File: src/rtl/pin_filter_pkg.sv
// Shared constants and elaboration helpers for the pin deglitch filter.
package pin_filter_pkg;

    localparam int unsigned GCNT_W_DEF = 16;

    // Smallest counter width able to hold 0..thresh-1 (never below one bit).
    function automatic int unsigned min_cnt_w(input int unsigned thresh);
        int unsigned w;
        w = 1;
        while ((64'd1 << w) < 64'(thresh)) w = w + 1;
        return w;
    endfunction

    function automatic bit thresh_ok(input int unsigned thresh, input int unsigned cnt_w);
        return (thresh >= 1) && (cnt_w >= min_cnt_w(thresh));
    endfunction

endpackage

File: src/rtl/pin_filter_if.sv
// Pin-side bus of the deglitch filter: raw levels in, filtered levels/strobes out.
interface pin_filter_if
    import pin_filter_pkg::*;
#(
    parameter int unsigned WIDTH  = 32,
    parameter int unsigned GCNT_W = GCNT_W_DEF
);
    logic              sample_en;
    logic [WIDTH-1:0]  pin_in;
    logic [WIDTH-1:0]  bypass;
    logic [WIDTH-1:0]  pin_out;
    logic [WIDTH-1:0]  rise;
    logic [WIDTH-1:0]  fall;
    logic [GCNT_W-1:0] glitch_cnt;

    modport master (
        output sample_en, pin_in, bypass,
        input  pin_out, rise, fall, glitch_cnt
    );

    modport slave (
        input  sample_en, pin_in, bypass,
        output pin_out, rise, fall, glitch_cnt
    );
endinterface

File: src/rtl/pin_filter_cell.sv
// One pin: stability counter, accepted level, edge strobes and abort flag.
module pin_filter_cell #(
    parameter int unsigned CNT_W    = 4,
    parameter int unsigned THRESH   = 8,
    parameter logic        INIT_BIT = 1'b0
) (
    input  logic clock_160,
    input  logic inp_resn,
    input  logic sample_en,
    input  logic pin_in,
    input  logic bypass,
    output logic pin_out,
    output logic rise,
    output logic fall,
    output logic abort
);
    localparam logic [CNT_W-1:0] LAST = CNT_W'(THRESH - 1);

    logic [CNT_W-1:0] cnt;
    logic             differs;

    assign differs = pin_in ^ pin_out;
    // Run broken by a matching sample; bypassed pins never report aborts.
    assign abort   = sample_en & ~bypass & ~differs & (cnt != '0);

    always_ff @(posedge clock_160) begin
        if (!inp_resn) begin
            pin_out <= INIT_BIT;
            cnt     <= '0;
            rise    <= 1'b0;
            fall    <= 1'b0;
        end else begin
            rise <= 1'b0;
            fall <= 1'b0;
            if (sample_en) begin
                if (bypass) begin
                    pin_out <= pin_in;
                    cnt     <= '0;
                    rise    <= differs & pin_in;
                    fall    <= differs & ~pin_in;
                end else if (!differs) begin
                    cnt <= '0;
                end else if (cnt == LAST) begin
                    pin_out <= pin_in;
                    cnt     <= '0;
                    rise    <= pin_in;
                    fall    <= ~pin_in;
                end else begin
                    cnt <= cnt + 1'b1;
                end
            end
        end
    end
endmodule

File: src/rtl/pin_filter.sv
// Per-pin deglitch/edge-detect array with a shared saturating glitch counter.
module pin_filter
    import pin_filter_pkg::*;
#(
    parameter int unsigned WIDTH  = 32,
    parameter int unsigned CNT_W  = 4,
    parameter int unsigned THRESH = 8,
    parameter logic [31:0] INIT   = '0,
    parameter int unsigned GCNT_W = GCNT_W_DEF
) (
    input  logic         clock_160,
    input  logic         inp_resn,
    pin_filter_if.slave  bus
);
    if (!thresh_ok(THRESH, CNT_W)) begin : g_thresh_chk
        $error("pin_filter: THRESH must be in 1..2**CNT_W");
    end

    localparam logic [WIDTH+31:0] INIT_EXT = {{WIDTH{1'b0}}, INIT};

    logic [WIDTH-1:0] abort;
    logic [WIDTH-1:0] pin_out_w;
    logic [WIDTH-1:0] rise_w;
    logic [WIDTH-1:0] fall_w;

    for (genvar i = 0; i < WIDTH; i++) begin : g_cell
        pin_filter_cell #(
            .CNT_W    (CNT_W),
            .THRESH   (THRESH),
            .INIT_BIT (INIT_EXT[i])
        ) u_cell (
            .clock_160 (clock_160),
            .inp_resn  (inp_resn),
            .sample_en (bus.sample_en),
            .pin_in    (bus.pin_in[i]),
            .bypass    (bus.bypass[i]),
            .pin_out   (pin_out_w[i]),
            .rise      (rise_w[i]),
            .fall      (fall_w[i]),
            .abort     (abort[i])
        );
    end

    assign bus.pin_out = pin_out_w;
    assign bus.rise    = rise_w;
    assign bus.fall    = fall_w;

    // One count per cycle no matter how many pins aborted; sticks at all-ones.
    always_ff @(posedge clock_160) begin
        if (!inp_resn) begin
            bus.glitch_cnt <= '0;
        end else if ((|abort) && (bus.glitch_cnt != '1)) begin
            bus.glitch_cnt <= bus.glitch_cnt + 1'b1;
        end
    end
endmodule

File: src/flat_wrapper.sv
// flat-port wrapper written by rule: the top's interface ports become plain ports
module pin_filter_flat import pin_filter_pkg::*;
#(
    parameter int unsigned WIDTH  = 32,
    parameter int unsigned CNT_W  = 4,
    parameter int unsigned THRESH = 8,
    parameter logic [31:0] INIT   = '0,
    parameter int unsigned GCNT_W = GCNT_W_DEF
)
  (clock_160, inp_resn, bus_sample_en, bus_pin_in, bus_bypass, bus_pin_out, bus_rise, bus_fall, bus_glitch_cnt);
  pin_filter_if #(.WIDTH(WIDTH), .GCNT_W(GCNT_W)) bus_i ();
  input  logic clock_160;
  input  logic inp_resn;
  input wire logic [$bits(bus_i.sample_en)-1:0] bus_sample_en;
  input wire logic [$bits(bus_i.pin_in)-1:0] bus_pin_in;
  input wire logic [$bits(bus_i.bypass)-1:0] bus_bypass;
  output wire logic [$bits(bus_i.pin_out)-1:0] bus_pin_out;
  output wire logic [$bits(bus_i.rise)-1:0] bus_rise;
  output wire logic [$bits(bus_i.fall)-1:0] bus_fall;
  output wire logic [$bits(bus_i.glitch_cnt)-1:0] bus_glitch_cnt;
  assign bus_i.sample_en = bus_sample_en;
  assign bus_i.pin_in = bus_pin_in;
  assign bus_i.bypass = bus_bypass;
  assign bus_pin_out = bus_i.pin_out;
  assign bus_rise = bus_i.rise;
  assign bus_fall = bus_i.fall;
  assign bus_glitch_cnt = bus_i.glitch_cnt;
  pin_filter #(.WIDTH(WIDTH), .CNT_W(CNT_W), .THRESH(THRESH), .INIT(INIT), .GCNT_W(GCNT_W)) u_core (.clock_160(clock_160), .inp_resn(inp_resn), .bus(bus_i));
endmodule
File: config.mk
export PLATFORM = sky130hd
export DESIGN_NAME = pin_filter_flat
export DESIGN_NICKNAME = d
export VERILOG_FILES = /design/src/rtl/pin_filter_pkg.sv /design/src/rtl/pin_filter_if.sv /design/src/rtl/pin_filter_cell.sv /design/src/rtl/pin_filter.sv /design/src/flat_wrapper.sv
export SDC_FILE = /design/constraint.sdc
export NUM_CORES = 1
export LEC_CHECK = 0
export CORE_AREA = 2 2 161 163
export DETAILED_ROUTE_END_ITERATION = 6
export DIE_AREA = 0 0 163 165
export PLACE_DENSITY = 0.76
export SYNTH_ARGS = -nofsm -noshare
export SYNTH_HDL_FRONTEND = slang
export SYNTH_SLANG_ARGS = --single-unit
File: constraint.sdc
create_clock -name clock_160 -period 1.9 [get_ports clock_160]
set_input_delay 0.475 -clock clock_160 [delete_from_list [all_inputs] [get_ports clock_160]]
set_output_delay 0.475 -clock clock_160 [all_outputs]
set_load 0.02 [all_outputs]
==> reports/metrics.csv, run 1 <==
stage,metric,value,unit
clocking,Worst-path clk slew,0.06,ns
setup_path,WP data required,2.31,ns
route,Initial DRT Pass Iterations,5,
clocking,H-Tree Depth,1,
route,post-route ant nets,0,
yosys,Synth Area in Adders,6.59,%
route,WL final,30600,microns
setup_path,startpoint types,primary input,
status,status,"complete, but fails checks",
final_layout,# nets final,1949,
place,dpl hpwl,21400,microns
yosys,Synth Cell Area,12300,sq um
timing,min cycle time layout,2.43,ns
timing,Final Skew,0.0128,ns
timing,final cycle utilization of the critical path,128,%
setup_path,CP peak stage delay,0.54,ns
clocking,Clock Latency Late Sink,0.52,ns
clocking,Clock Tree Root,clkbuf_16,
place,pre-CTS setup slack,-1.36,ns
timing,setup ws final,-0.530,ns
timing,# setup viols final,16,
setup_path,Crit Path Max Fanout,5,
setup_path,cells along the critical path,clkdlybuf4s50_1 > xor2_2 > a211oi_2 > buf_4 > nor4_4 > buf_4 > nand2_1 > nor3_4 > buf_12 > buf_6 > nor3_2 > xnor2_1 > nor2_1,
global_route,global route overflow,0,
setup_path,Setup CP Type,primary input to register,
clocking,number of buffers created by CTS,27,
yosys,top-count cell post-synth,dfxtp_1,
floorplan,die area,26900,sq um
setup_path,cells on worst reg2reg path,12,
global_route,largest net degree at the start of global routing,110,
setup_path,crit path to,u_core.bus.glitch_cnt[4],
setup_path,Reg-to-Reg End,u_core.bus.glitch_cnt[4],
yosys,synthesized area per cell,8.38,sq um
yosys,xor and xnor fraction of the mapped netlist area,5.89,%
global_route,Global Route Usage Sum,22.8,%
final_layout,ANT cells,0,
yosys,asr flop ratio synth,0,%
route,vias per cell,5.11,
global_route,met2 GRT Util,41.9,%
setup_path,FF-to-FF Start,u_core.g_cell[29].u_cell.cnt[1],
floorplan,Initial Util,49.3,%
yosys,Synth top area share,38.9,%
global_route,number of global-route vias before repair,11012,
pwr,VDD IR max,0.615,mV
setup_path,Most common cell on crit path,buf_4,
yosys,largest area contributor in the netlist,dfxtp_1,
pwr,Power Density,713,nW/um^2
yosys,Synth Area in Compound Gates,11.0,%
yosys,Main synth FF type,dfxtp_1,
timing,"Hold Vio Cnt, Final",0,
floorplan,CORE AREA,25000,sq um
clocking,CTS Buffer Depth,3,
clocking,clk sink count,240,
floorplan,Die Span X,163,microns
floorplan,std cell rows,58,
route,via count,11053,
floorplan,chip height,165,microns
yosys,syn_nets,1604,
status,failing checks,negative setup slack,
yosys,Post-synth EDFFs,0,
route,DR iter-0 viols,532,
global_route,global-route wire length before repair,50800,microns
global_route,antenna violations before repair,1,
clocking,CTS tree,done,
timing,RSZ-0062 raised after global routing,true,
floorplan,number of top-level pins,179,
route,DR WL/cell,14.2,microns
timing,fmax,0.412,GHz
yosys,largest family of logic cells by synthesized area,simple AND/OR/NAND/NOR gates,
setup_path,WP depth,13,
yosys,library cells used by synthesis,50,
route,DRC viols,0,
yosys,Post-Syn Instances,1472,
yosys,synth cell count leaders,"240 x dfxtp_1, 204 x nor2_1, 105 x nand2_1, 96 x buf_4, 74 x a21oi_1",
pwr,Leak Pwr,7.49,nW
place,Area after DPL,15900,sq um
setup_path,worst reg2reg setup slack,-0.48,ns
global_route,GR Layer Usage met3,3.57,%
yosys,mux contribution to synthesized area,2.60,%
final_layout,area grow syn2layout,36.0,%
timing,max-slew violations,0,
yosys,#FFs+latches synth,240,
flow_run,Max-Cap Viols,0,
yosys,simple-gate share of the synthesized area,25.3,%
final_layout,layout cells sized above 1,21.7,%
global_route,GR Layer Usage met1,27.2,%
setup_path,Top delay family on crit path,buffers and inverters,
final_layout,Final Instance Area,16800,sq um
yosys,yosys warns,0,
place,routability cong.,0.808,
setup_path,Critical-path top delay cell,clkdlybuf4s50_1,
place,I/O Buffers,178,
setup_path,Setup crit end kind,register,
worst_hold_path,Hold Path Class,primary input to register,
timing,actual slew at the worst max-slew pin,0.766,ns
yosys,sequential cell area fraction in the yosys report,38.9,%
yosys,top post-synthesis cells by area,"dfxtp_1 39%, ha_1 6.6%, nor2_1 6.2%",
timing,worst rel slew slack,49.0,%
setup_path,Critical path buffers and inverters,5,
global_route,"Most Used Layer, Global Route",met2,
setup_path,CP Launch Point,bus_pin_in[2],
setup_path,CP arrival,2.84,ns
-- metal layers --
| metal | vias to the layer above | share of wire (%) |
|---|---|---|
| li1 | 5595 | - |
| met1 | 5182 | 43 |
| met5 | - | 0 |
| met3 | 49 | 5.1 |
| met4 | 0 | 2.5 |
| met2 | 227 | 50 |
-- cell usage in the layout (no fill, tap or decap), types with 4 or more instances in the layout --
master and instances:
a211oi_1 18, a211oi_2 7, a21oi_1 74, and2_1 22, and3_1 18, and3b_1 12, buf_12 6, buf_4 277
clkbuf_1 6, clkbuf_16 27, clkbuf_8 9, clkdlybuf4s15_1 5, clkdlybuf4s50_1 63, clkinv_2 5, dfxtp_1 238, dlygate4sd2_1 107
ha_1 64, inv_1 67, mux2i_1 32, nand2_1 105, nand2b_1 25, nand3_1 23, nand4_1 22, nand4b_1 8
nor2_1 203, nor3_1 29, nor3b_1 72, nor4_1 9, nor4b_1 4, o211ai_1 18, o21ai_0 68, o22ai_1 19
o31ai_1 8, or2_2 29, xnor2_1 35, xor2_1 40, xor2_2 8
-- metrics by stage --
step / power (mW) / hold WS, ns / util, % / TNS, ns / std cells
finish: 12.0 / 0.259 / 67.0 / -7.23 / 2164
global route: 12.5 / 0.283 / 67.0 / -9.33 / 2164
CTS: 12.1 / 0.296 / 66.8 / -8.24 / 2165
detailed placement: 7.04 / 0.470 / 63.4 / -37.11 / 2116
global placement: 7.00 / 0.463 / 63.4 / -33.04 / 2116
floorplan: 6.24 / 0.446 / - / -0.564 / 1472
-- layout make-up --
| class | instances | area [sq um] |
|---|---|---|
| Multi-Input combinational cell | 1014 | 6580 |
| Tap cell | 330 | 413 |
| Clock buffer | 42 | 822 |
| Clock inverter | 4 | 20.0 |
| Fill cell | 2022 | 8250 |
| Inverter | 71 | 270 |
| Sequential cell | 240 | 4810 |
| Timing Repair Buffer | 463 | 3870 |
-- worst min path at each step --
stage                                     from                              end  slack (ns)  depth (start not counted)
6_report                        bus_pin_in[22]    u_core.g_cell[22].u_cell.fall        0.26                          2
5_1_grt                         bus_pin_in[22]    u_core.g_cell[22].u_cell.fall        0.28                          2
4_1_cts                               inp_resn   u_core.g_cell[4].u_cell.cnt[1]        0.30                          2
3_5_place_dp   u_core.g_cell[21].u_cell.cnt[3]  u_core.g_cell[21].u_cell.cnt[3]        0.47                          2
3_3_place_gp   u_core.g_cell[15].u_cell.cnt[3]  u_core.g_cell[15].u_cell.cnt[3]        0.46                          2
2_1_floorplan  u_core.g_cell[15].u_cell.cnt[3]  u_core.g_cell[15].u_cell.cnt[3]        0.45                          2
-- cells by family (layout without fill, tap and decap cells) --
kind of cell / after synthesis / in the layout
AOI/OAI and AO/OA: 229 / 229
xor gates and xnor gates: 83 / 83
adders and majority gates: 65 / 65
buffers and inverters: 218 / 580
DFF: 240 / 240
muxes: 32 / 32
and+or+nand+nor: 605 / 605
-- state kept, by name, summed over array words and instances, names as in the netlist --
signal and count:
u_core.g_cell.u_cell.cnt 128, u_core.g_cell.u_cell.fall 32, u_core.g_cell.u_cell.pin_out 32, u_core.g_cell.u_cell.rise 32
u_core.bus.glitch_cnt 16
-- power by group --
group | leakage [nW] | switching [mW] | internal (mW)
clock network | 0.420 | 2.02 | 2.93
logic | 5.12 | 0.928 | 0.861
registers | 1.95 | 0.0627 | 5.15
-- worst reg2reg max path, delay by kind of cell, from the launching register on --
family	cells	cell delay (ns)
simple gates	7	1.32
xor+xnor	1	0.20
buf+inv	3	0.32
fa+ha+maj	1	0.12
flops	1	0.32
-- timing repair --
action | in CTS | in global routing
gates resized for setup | 129 | 24
hold buffers | 0 | 0
setup endpoints to repair | 128 | 21
setup buffers | 2 | 1
pin swaps | 8 | 12
gates cloned | 1 | 0
(Power assumes the default switching activity.)
==> run 2: changes to the inputs <==
Settings changed: CORE_AREA 2 2 161 163 to 2 2 148 150, DIE_AREA 0 0 163 165 to 0 0 150 152, PLACE_DENSITY 0.76 to 0.85.
Clock period 1.9 ns to 3.2 ns, I/O delays scaled along.
==> reports/metrics.csv, run 2 (synthesized netlist as in run 1, its figures left out) <==
stage,metric,value,unit,change
final_layout,area grow syn2layout,20.6,%,
timing,Final Skew,0.0121,ns,-0.000637 ns
floorplan,die area,22800,sq um,-15%
worst_hold_path,Hold Path Class,register to register,,
final_layout,most frequent cells in the layout,"240 x dfxtp_1, 204 x nor2_1, 176 x clkdlybuf4s50_1",,
place,I/O Buffers,178,,unchanged
floorplan,Die Span X,150,microns,-8.0%
route,routed length on met1,11900,microns,-8.9%
global_route,antenna violations before repair,1,,unchanged
timing,worst hold slack,0.486,ns,+0.227 ns
pwr,final total power,7.01,mW,-41%
global_route,number of global-route vias before repair,10150,,-7.8%
place,dpl hpwl,19300,microns,-9.8%
route,via count,10404,,-5.9%
route,Initial DRT Pass Iterations,5,,unchanged
timing,final setup TNS,0,ns,+7.23 ns
clocking,clk sink count,240,,unchanged
pwr,Power Density,471,nW/um^2,-34%
timing,final cycle utilization of the critical path,94.4,%,
route,post-route ant nets,0,,unchanged
final_layout,Final Instance Area,14900,sq um,-11%
timing,setup ws final,0.179,ns,+0.709 ns
timing,actual slew at the worst max-slew pin,0.683,ns,-0.0825 ns
setup_path,startpoint types,primary input,,
place,pre-CTS setup slack,-0.295,ns,+1.07 ns
place,routability cong.,0.822,,+1.7%
timing,min cycle time layout,3.02,ns,
clocking,CTS Buffer Depth,3,,unchanged
global_route,global-route wire length before repair,46300,microns,-9.0%
clocking,setup bufs post-CTS,0,,-2
timing,max-slew violations,0,,unchanged
clocking,Clock Latency Late Sink,0.52,ns,about the same
setup_path,worst reg2reg setup slack,0.43,ns,+0.91 ns
pwr,Leak Pwr,5.76,nW,-23%
route,DR WL/cell,14.8,microns,+4.8%
route,metal3 WL,1560,microns,-0.32%
flow_run,Max-Cap Viols,0,,unchanged
setup_path,Setup CP Type,primary input to register,,
floorplan,CORE AREA,21400,sq um,-15%
global_route,Global Route Usage Sum,24.0,%,+1.2 points
route,DRC viols,0,,unchanged
timing,"Hold Vio Cnt, Final",0,,unchanged
place,placed insts,1839,,-13%
final_layout,Reg with most FFs,u_core.g_cell.u_cell.cnt,,
place,Area after DPL,14000,sq um,-12%
route,met2 wire len,13700,microns,-9.7%
final_layout,layout cells sized above 1,8.41,%,-13 points
final_layout,post-layout util,69.7,%,+2.7 points
clocking,CTS tree,done,,
setup_path,Crit Path Max Fanout,14,,+9
timing,# setup viols final,0,,-16
floorplan,Initial Util,57.8,%,+8.5 points
timing,fmax,0.331,GHz,
pwr,VDD IR max,0.381,mV,-38%
floorplan,std cell rows,54,,-6.9%
clocking,Resize count post-CTS,0,,-100%
setup_path,CP arrival,3.43,ns,+0.59 ns
global_route,global route overflow,0,,unchanged
route,Top Layer Used,met4,,
clocking,Worst-path clk slew,0.06,ns,about the same
global_route,largest net degree at the start of global routing,89,,-19%
route,DR iter-0 viols,462,,-13%
setup_path,Setup crit end kind,register,,
timing,RSZ-0062 raised after global routing,false,,
status,status,finished clean,,
floorplan,chip height,152,microns,-7.9%
setup_path,WP data required,3.61,ns,+1.30 ns
final_layout,Largest register FFs,128,,unchanged
clocking,# hold bufs at CTS,0,,unchanged
floorplan,number of top-level pins,179,,unchanged
final_layout,"most common cell after layout, fill and taps aside",dfxtp_1,,
final_layout,# nets final,1719,,-12%
clocking,H-Tree Depth,1,,unchanged
clocking,Clock Tree Root,clkbuf_16,,
route,vias per cell,5.52,,+8.0%
route,WL final,28000,microns,-8.7%
timing,worst rel slew slack,53.3,%,+4.3 points
final_layout,fin cells,1886,,-13%
clocking,number of buffers created by CTS,26,,-3.7%
## run 2: cell count changes in the layout (fill, tap and decap cells not counted), moves of 3 or more
| cell | change |
|---|---|
| a2111oi_0 | +4 |
| a2111oi_4 | -3 |
| a211oi_1 | +6 |
| a211oi_2 | -6 |
| buf_4 | -225 |
| clkbuf_8 | -3 |
| clkdlybuf4s15_1 | -5 |
| clkdlybuf4s50_1 | +113 |
| dlygate4sd2_1 | -107 |
| xor2_1 | +8 |
| xor2_2 | -8 |
## run 2: final timing paths
path / start / to / depth (start not counted)
worst max-delay path: bus_pin_in[5] / u_core.bus.glitch_cnt[7] / 10
worst min-delay path: u_core.g_cell[16].u_cell.cnt[3] / u_core.g_cell[16].u_cell.cnt[3] / 2
worst max register to register: u_core.g_cell[5].u_cell.cnt[0] / u_core.bus.glitch_cnt[7] / 10
worst min register to register: u_core.g_cell[16].u_cell.cnt[3] / u_core.g_cell[16].u_cell.cnt[3] / 2
## run 2: power by group
group | leakage [nW] | switching (mW) | internal [mW]
logic | 3.39 | 0.455 | 0.378
registers | 1.94 | 0.0742 | 3.06
clock network | 0.425 | 1.20 | 1.84
## run 2: layout make-up
class                   count  area, sq um
multi-input cells        1014         6340
diodes                      1         2.50
flip-flops and latches    240         4800
inverters                  71          269
repair buffers            234         2250
fillers                  1656         6470
well taps                 280          350
clock inverters             5         75.1
clock buffers              41          788
## run 2: layer usage
metal  up-vias  track usage (%)
met4         0             8.98
met3        59             4.23
met2       286             41.7
met5         -                0
met1      4908             29.4
li1       5151                -
## run 2: worst max-delay path, cell delays in order
cell,delay [ns]
clkdlybuf4s50_1,0.44
xor2_1,0.16
a2111oi_0,0.64
nor4b_1,0.17
nand4_1,0.17
nor3_2,0.07
buf_4,0.19
nor4_1,0.45
a21oi_1,0.13
a31o_2,0.22
==> run 3: changes to the inputs <==
Settings changed: CELL_PAD_IN_SITES_DETAIL_PLACEMENT set to 0, CELL_PAD_IN_SITES_GLOBAL_PLACEMENT set to 1, CORE_AREA 2 2 148 150 to 2 2 171 173, DIE_AREA 0 0 150 152 to 0 0 173 175, PLACE_DENSITY 0.85 to not set, PLACE_DENSITY_LB_ADDON set to 0.1.
==> reports/metrics.csv, run 3 (synthesized netlist as in run 1, its figures left out) <==
stage,metric,value,unit,change
place,I/O Buffers,178,,unchanged
clocking,Resize count post-CTS,0,,unchanged
setup_path,startpoint types,primary input,,
setup_path,Critical-path top delay cell,clkdlybuf4s50_1,,
final_layout,most frequent cells in the layout,"240 x dfxtp_1, 204 x nor2_1, 176 x clkdlybuf4s50_1",,
final_layout,Reg with most FFs,u_core.g_cell.u_cell.cnt,,
final_layout,Largest register FFs,128,,unchanged
final_layout,area grow syn2layout,22.5,%,
timing,# setup viols final,0,,unchanged
setup_path,CP peak stage delay,0.49,ns,-0.15 ns
timing,RSZ-0062 raised after global routing,false,,
clocking,Clock Latency Late Sink,0.54,ns,+0.02 ns
setup_path,Setup crit end kind,register,,
global_route,global-route wire length before repair,46600,microns,+0.67%
route,vias per cell,5.00,,-9.3%
pwr,final total power,7.13,mW,+1.8%
pwr,VDD IR max,0.333,mV,-13%
route,Initial DRT Pass Iterations,5,,unchanged
floorplan,chip height,175,microns,+15%
floorplan,CORE AREA,28400,sq um,+33%
global_route,largest net degree at the start of global routing,123,,+38%
clocking,clk sink count,240,,unchanged
status,status,finished clean,,
final_layout,"most common cell after layout, fill and taps aside",dfxtp_1,,
setup_path,CP arrival,3.31,ns,-0.12 ns
final_layout,layout cells sized above 1,9.20,%,+0.79 points
timing,Final Skew,0.00769,ns,-0.00443 ns
timing,fmax,0.352,GHz,+6.2%
timing,final setup TNS,0,ns,unchanged
timing,worst rel slew slack,54.4,%,+1.1 points
setup_path,cells along the critical path,clkdlybuf4s50_1 > xor2_1 > a2111oi_0 > nor4b_1 > nand4_1 > nor3_2 > buf_4 > nor3b_1 > nand3_1 > mux2i_1,,
route,DR WL/cell,13.9,microns,-6.2%
floorplan,number of top-level pins,179,,unchanged
flow_run,Max-Cap Viols,0,,unchanged
clocking,CTS Buffer Depth,3,,unchanged
floorplan,die area,30300,sq um,+33%
clocking,Worst-path clk slew,0.06,ns,about the same
worst_hold_path,Min-Delay Startpoint,u_core.g_cell[1].u_cell.cnt[3],,
floorplan,Initial Util,43.5,%,-14 points
setup_path,WP data required,3.67,ns,+0.06 ns
setup_path,CP Launch Point,bus_pin_in[22],,
place,dpl hpwl,19700,microns,+1.9%
clocking,Clock Tree Root,clkbuf_16,,
place,routability cong.,0.803,,-2.3%
setup_path,Top delay family on crit path,simple AND/OR/NAND/NOR gates,,
floorplan,Die Span X,173,microns,+15%
clocking,setup bufs post-CTS,0,,unchanged
timing,min cycle time layout,2.84,ns,-0.177 ns
pwr,Leak Pwr,5.82,nW,+1.1%
route,DR iter-0 viols,329,,-29%
timing,final cycle utilization of the critical path,88.9,%,-5.5 points
clocking,# hold bufs at CTS,0,,unchanged
setup_path,FF-to-FF Start,u_core.g_cell[29].u_cell.cnt[0],,
worst_hold_path,Hold Path Class,register to register,,
timing,"Hold Vio Cnt, Final",0,,unchanged
timing,max-slew violations,0,,unchanged
pwr,Power Density,471,nW/um^2,+0.14%
route,DRC viols,0,,unchanged
clocking,H-Tree Depth,1,,unchanged
setup_path,Crit Path Max Fanout,6,,-8
floorplan,std cell rows,62,,+15%
setup_path,Critical path buffers and inverters,2,,unchanged
final_layout,# fillers,2761,,+67%
route,WL final,27900,microns,-0.29%
route,post-route ant nets,0,,unchanged
global_route,Global Route Usage Sum,18.3,%,-5.7 points
global_route,number of global-route vias before repair,9597,,-5.4%
global_route,antenna violations before repair,1,,unchanged
global_route,global route overflow,0,,unchanged
final_layout,# nets final,1730,,+0.64%
setup_path,Setup CP Type,primary input to register,,
clocking,CTS tree,done,,
route,via count,10026,,-3.6%
timing,actual slew at the worst max-slew pin,0.684,ns,+0.000602 ns
clocking,number of buffers created by CTS,29,,+12%
==> run 3: changes by cell type in the layout (fill, tap and decap cells not counted), sizes merged <==
cell / change
bufinv: -1
clkbuf: +4
clkinv: +3
buf: +8
==> run 3: per-layer routing <==
layer  wire length [microns]  track usage, %  part of all wire, %
met5                       0               0                    0
met4                     640            5.16                  2.3
met2                   13200            31.9                   47
met1                   12800            23.1                   46
met3                    1330            3.42                  4.7
==> run 3: power breakdown <==
group          internal (mW)  switching (mW)  total, mW
logic                  0.392           0.447      0.839
registers               3.06          0.0722       3.13
clock network           1.92            1.24       3.16
total                   5.37            1.76       7.13
==> run 3: stage by stage <==
step	setup slack, ns	hold slack (ns)	std cells	util, %	area [sq um]
final	0.356	0.485	2004	53.3	15100
after global routing	0.189	0.503	2003	53.2	15100
after CTS	0.366	0.484	2003	53.2	15100
after detailed placement	-0.185	0.474	1951	50.0	14200
after global placement	-0.141	0.465	1951	50.0	14200
after floorplan	0.827	0.446	1472	-	12300
==> run 3: worst reg2reg max path, delay by kind of cell (launching register included) <==
kind	cells	cell delay (ns)
muxes	1	0.18
and+or+nand+nor	7	1.73
buffers and inverters	2	0.30
DFF	1	0.35
adders and majority gates	1	0.13
==> run 3: cell type report <==
| class | instances | area, sq um | share of cell area [%] |
|---|---|---|---|
| timing repair buffer | 242 | 2300 | 15.2 |
| sequential | 240 | 4800 | 31.8 |
| multi-input combinational | 1014 | 6340 | 41.9 |
| inverter | 71 | 269 | 1.78 |
| antenna | 1 | 2.50 | 0.0165 |
| clock buffer | 45 | 866 | 5.73 |
| tap | 384 | 480 | 3.18 |
| clock inverter | 7 | 60.1 | 0.397 |
==> run 3: path summary, 6_finish.rpt <==
path	end	slack, ns	cells after the start
worst max register to register	u_core.bus.glitch_cnt[14]	0.44	11
worst max-delay path	u_core.bus.glitch_cnt[14]	0.36	10
worst min-delay path	u_core.g_cell[1].u_cell.cnt[3]	0.49	2
worst min register to register	u_core.g_cell[1].u_cell.cnt[3]	0.49	2
